## config.mk

```make
export PLATFORM = sky130hd
export DESIGN_NAME = text_rx_sink
export DESIGN_NICKNAME = d
export VERILOG_FILES = /design/src/rtl/text_rx_sink.sv
export SDC_FILE = /design/constraint.sdc
export NUM_CORES = 1
export LEC_CHECK = 0
export ABC_AREA = 1
export CORE_MARGIN = 2
export CORE_UTILIZATION = 42
export CTS_BUF_LIST = sky130_fd_sc_hd__clkbuf_8
export CTS_CLUSTER_SIZE = 8
export DETAILED_ROUTE_END_ITERATION = 6
export SKIP_LAST_GASP = 1
export SLEW_MARGIN = 20
export SYNTH_ARGS = -nofsm -noshare
export SYNTH_HDL_FRONTEND = slang
export SYNTH_SLANG_ARGS = --single-unit
```

## constraint.sdc

```tcl
create_clock -name clk -period 3.03 [get_ports clk]
set_input_delay 0.7575 -clock clk [delete_from_list [all_inputs] [get_ports clk]]
set_output_delay 0.7575 -clock clk [all_outputs]
set_load 0.03 [all_outputs]
```

## src/rtl/text_rx_sink.sv

```systemverilog
// text_rx_sink: byte FIFO sink for the decrypted stream with line tracking and status counters.
// Define TEXT_RX_FILTER_EN to accept only printable ASCII or TERM, counting rejects on reject_count.
module text_rx_sink #(
  parameter int          DEPTH = 16,
  parameter logic [7:0]  TERM  = 8'h0A,
  parameter int          CNT_W = 16
) (
  input  logic             clk,
  input  logic             reset,
  input  logic [7:0]       data_in,
  input  logic             data_valid,
  input  logic             rd_en,
  output logic [7:0]       rd_data,
  output logic             rd_valid,
  output logic             empty,
  output logic             full,
  output logic             line_ready,
  output logic [CNT_W-1:0] char_count,
  output logic [CNT_W-1:0] line_count,
  output logic             overflow
`ifdef TEXT_RX_FILTER_EN
  ,
  output logic [CNT_W-1:0] reject_count
`endif
);
  localparam int AW = $clog2(DEPTH);
  logic [1:0]    rs;
  logic          rst_n;
  logic [7:0]    mem [DEPTH];
  logic [AW:0]   wr_ptr, rd_ptr, tp, wr_n, rd_n, tp_n;
  logic          pass, pop, acc, drop, term_in, term_out;
  // Reset asserts immediately and releases two edges later.
  always_ff @(posedge clk or negedge reset)
    if (!reset) rs <= 2'b00;
    else        rs <= {rs[0], 1'b1};
  assign rst_n = rs[1];
`ifdef TEXT_RX_FILTER_EN
  assign pass = (data_in >= 8'h20 && data_in <= 8'h7E) || data_in == TERM;
`else
  assign pass = 1'b1;
`endif
  always_comb begin
    pop      = rd_en && !empty;
    acc      = data_valid && pass && (!full || pop);
    drop     = data_valid && pass && full && !pop;
    term_in  = acc && data_in == TERM;
    term_out = pop && mem[rd_ptr[AW-1:0]] == TERM;
    wr_n     = wr_ptr + (AW+1)'(acc);
    rd_n     = rd_ptr + (AW+1)'(pop);
    tp_n     = tp + (AW+1)'(term_in) - (AW+1)'(term_out);
  end
  always_ff @(posedge clk)
    if (acc) mem[wr_ptr[AW-1:0]] <= data_in;
  always_ff @(posedge clk or negedge rst_n)
    if (!rst_n) begin
      wr_ptr     <= '0;
      rd_ptr     <= '0;
      tp         <= '0;
      rd_data    <= 8'h00;
      rd_valid   <= 1'b0;
      empty      <= 1'b1;
      full       <= 1'b0;
      line_ready <= 1'b0;
      char_count <= '0;
      line_count <= '0;
      overflow   <= 1'b0;
    end else begin
      wr_ptr     <= wr_n;
      rd_ptr     <= rd_n;
      tp         <= tp_n;
      rd_data    <= pop ? mem[rd_ptr[AW-1:0]] : rd_data;
      rd_valid   <= pop;
      empty      <= wr_n == rd_n;
      full       <= wr_n[AW] != rd_n[AW] && wr_n[AW-1:0] == rd_n[AW-1:0];
      line_ready <= tp_n != '0;
      char_count <= char_count + CNT_W'(acc);
      line_count <= line_count + CNT_W'(term_in);
      overflow   <= overflow | drop;
    end
`ifdef TEXT_RX_FILTER_EN
  always_ff @(posedge clk or negedge rst_n)
    if (!rst_n) reject_count <= '0;
    else        reject_count <= reject_count + CNT_W'(data_valid && !pass);
`endif
endmodule

```

==> flow_summary.yaml <==
outcome:
  status: "finished with violations"
  violations: "setup timing"
placement:
  numPortBuffers: 56
  hpwlAfterDp_um: 13000
  gp_congestion: 0.870
  pre_cts_ws_ns: -0.537
  dp.cells: 1079
power:
  pwr-share-clk: 0.191
  seq_power_share: 0.380
  fin_total_pwr_uw: 9100
  power_leakage_uw: 0.00427
  power_density_mw_per_mm2: 915
  p_int_uw: 5600
  ir_drop_uv: 333
  p_comb_frac: 0.428
  swShare: 0.385
  p_switching_uw: 3500
global_route:
  grt_max_degree: 29
  grt_use_total: 0.192
  grt_pass1_wl_um: 29600
  overflow: 0
  grt_pass1_vias: 5555
  antenna_found_initial: 0
sta:
  finalCriticalPeriod_ns: 3.11
  hold_violations: 0
  grt_setup_unrepaired: "yes"
  post-route-period-util: 1.03
  fin_worst_skew_ns: 0.0143
  final_max_slew_viol_count: 0
  layout_setup_ws_ns: -0.0829
  finalSetupViolCount: 1
  clock.fmax_mhz: 321
  maxSlewHeadroom: 0.638
  worst_pin_slew_ns: 0.543
  hold-worst-slack_ns: 0.248
cells_and_area:
  instances_no_fill: 1112
  diodes: 0
  layout-drive-gt1-share: 0.153
  post-route-util: 0.530
  fin_nets: 891
  area_delta_synth_final_pct: 23.2
synth:
  yosys_warnings: 0
  ys.flop_type: "edfxtp_1"
  syn_area_mm2: 0.00807
  async_flop_share: 0.326
  synth_area_leader_cell: "edfxtp_1"
  netlist.area_leader.share: 0.476
  syn_inst: 737
  synth_edf_count: 128
  synthTopCellsByArea: "edfxtp_1, dfrtp_1, nand2_1"
  syn_nets: 763
  ys_seq_elements: 190
  ys_seq_area_frac: 0.669
  ys_types: 30
  synth_area_per_cell_um2: 11.0
clock_tree:
  cts_sinks: 190
  htreeDepth: 4
  numCtsBuffers: 17
  cts_root_buf: "clkbuf_8"
  cts_max_path_buffers: 2
  clkLatencyLatePin_ns: 0.46
  cts_setup_buffers: 0
  cts.clk_slew.worst_paths_ns: 0.10
  cts_tree: "done"
hold_path:
  hp-class: "flop to asynchronous set/reset pin"
floorplanning:
  initial_core_util: 0.430
  fp.dieH_um: 143
  dieWidth_um: 143
  io_pins: 57
  core_area_mm2: 0.0188
  fp.dieArea_mm2: 0.0203
  rows: 50
route:
  ant_nets: 0
  firstDrtPassIters: 5
  viasPerCell: 4.98
  drtIter0Drc: 431
  wl_per_cell_um: 16.9
  drc_errors: 0
  num_vias: 5539
  finalWirelength_um: 18800
worst_setup_path:
  criticalPathCategory: "flop to flop"
  r2r_cells: 17
  end_kind: "flop"
  crit_required_ns: 3.37
  crit_buf_inv: 5
  crit_path_start_kind: "flop"
  cp.depth: 17
  crit_chain: "buf_12, buf_4, o211ai_1, nand3_1, nand3_2, nand2_1, nor2_1, nand2_1, nor2_1, ha_1, inv_1, ha_1, inv_1, fa_2, inv_1, nor4_2, nand2_1"
  critPathMaxStageDelay_ns: 0.51
  cp_max_fo: 28
  cp.arrival_ns: 3.46
  cpMaxStageDelayCell: "fa_2"
  path_delay_family: "simple AND/OR/NAND/NOR gates"
job:
  maxCapViolCount: 0
## cell usage after synthesis (4+ instances only)
cell      instances
ha_1             13
a31oi_1           8
o211ai_1         10
nand3_1          82
edfxtp_1        128
a21oi_1           6
buf_2            12
dfrtp_1          61
clkbuf_1          4
o21ai_0          17
buf_6             6
xnor2_1          16
nand4_1           6
nand2_1         153
nor2_1           81
xor2_1           21
o21ai_1           6
inv_1            88
## worst paths after layout
path	start	endpoint	slack, ns
min in group clk	rs[0]$_DFF_PN0_	rs[1]$_DFF_PN0_	0.36
min	rs[1]$_DFF_PN0_	wr_ptr[1]$_DFF_PN0_	0.25
max reg2reg	rd_ptr[0]$_DFF_PN0_	line_ready$_DFF_PN0_	-0.08
max in group asynchronous	rs[1]$_DFF_PN0_	empty$_DFF_PN1_	2.08
min reg2reg	rs[1]$_DFF_PN0_	wr_ptr[1]$_DFF_PN0_	0.25
max	rd_ptr[0]$_DFF_PN0_	line_ready$_DFF_PN0_	-0.08
## metal layers
metal | share of wire | vias to the layer above | track usage
li1 | - | 2687 | -
met1 | 0.45 | 2706 | 0.258
met2 | 0.49 | 126 | 0.317
met3 | 0.045 | 20 | 0.0322
met4 | 0.020 | 0 | 0.0698
met5 | 0 | - | 0
## cell type report
class                   count  area, µm²
clock buffers              17        234
repair buffers            135       1240
clock inverters            15        186
fillers                  1645       8830
inverters                  91        344
well taps                 234        293
flip-flops and latches    190       5400
multi-input cells         430       2240
## power groups by stage
stage	clock network, µW	registers (µW)	logic (µW)
CTS	1770	3460	3800
global placement	0	3500	3670
finish	1740	3460	3900
detailed placement	0	3520	3730
global route	1860	3510	4240
floorplan	0	3720	1980
## stage by stage
step                setup TNS, ns  area (µm²)
global placement            -1.91        9410
detailed placement          -3.05        9410
finish                    -0.0829        9940
CTS                       -0.0833        9850
global route               -0.443        9940
floorplan                       0        8070
## cells in the final DEF, fill, tap and decap left out, types with 3 or more instances in the layout
cell,instances
nand2_1,153
edfxtp_1,128
inv_1,88
nor2_1,79
nand3_1,76
buf_4,71
dfrtp_1,59
clkdlybuf4s50_1,56
xor2_1,21
clkbuf_8,17
o21ai_0,16
xnor2_1,15
ha_1,13
o211ai_1,10
a31oi_1,8
o21ai_1,7
nand4_1,6
nand3_2,6
a21oi_1,5
buf_12,5
clkinv_4,4
nor4_2,3
nor2_2,3
bufinv_16,3
inv_6,3
## logic make-up (layout without fill, tap and decap cells)
family	Yosys count	count (layout)	share of synthesized area
xor+xnor	37	37	0.0402
buf+inv	117	258	0.0628
fa+ha+maj	14	14	0.0226
compound gates	48	48	0.0346
simple gates	330	330	0.171
other cells	1	1	0.000465
flops	190	190	0.669
## sequential cells by signal (all words and copies together) (netlist names)
signal,flops
full,1
rs,2
wr_ptr,5
char_count,16
tp,5
rd_data,8
overflow,1
line_count,16
rd_ptr,5
empty,1
line_ready,1
rd_valid,1
mem,128
## timing repair
action	CTS	global route
hold buffers	0	0
pin swaps	1	2
endpoints found under the hold margin	0	0
resized for setup	7	14
gates cloned	0	1
setup endpoints to repair	2	5
(Power assumes the default switching activity.)
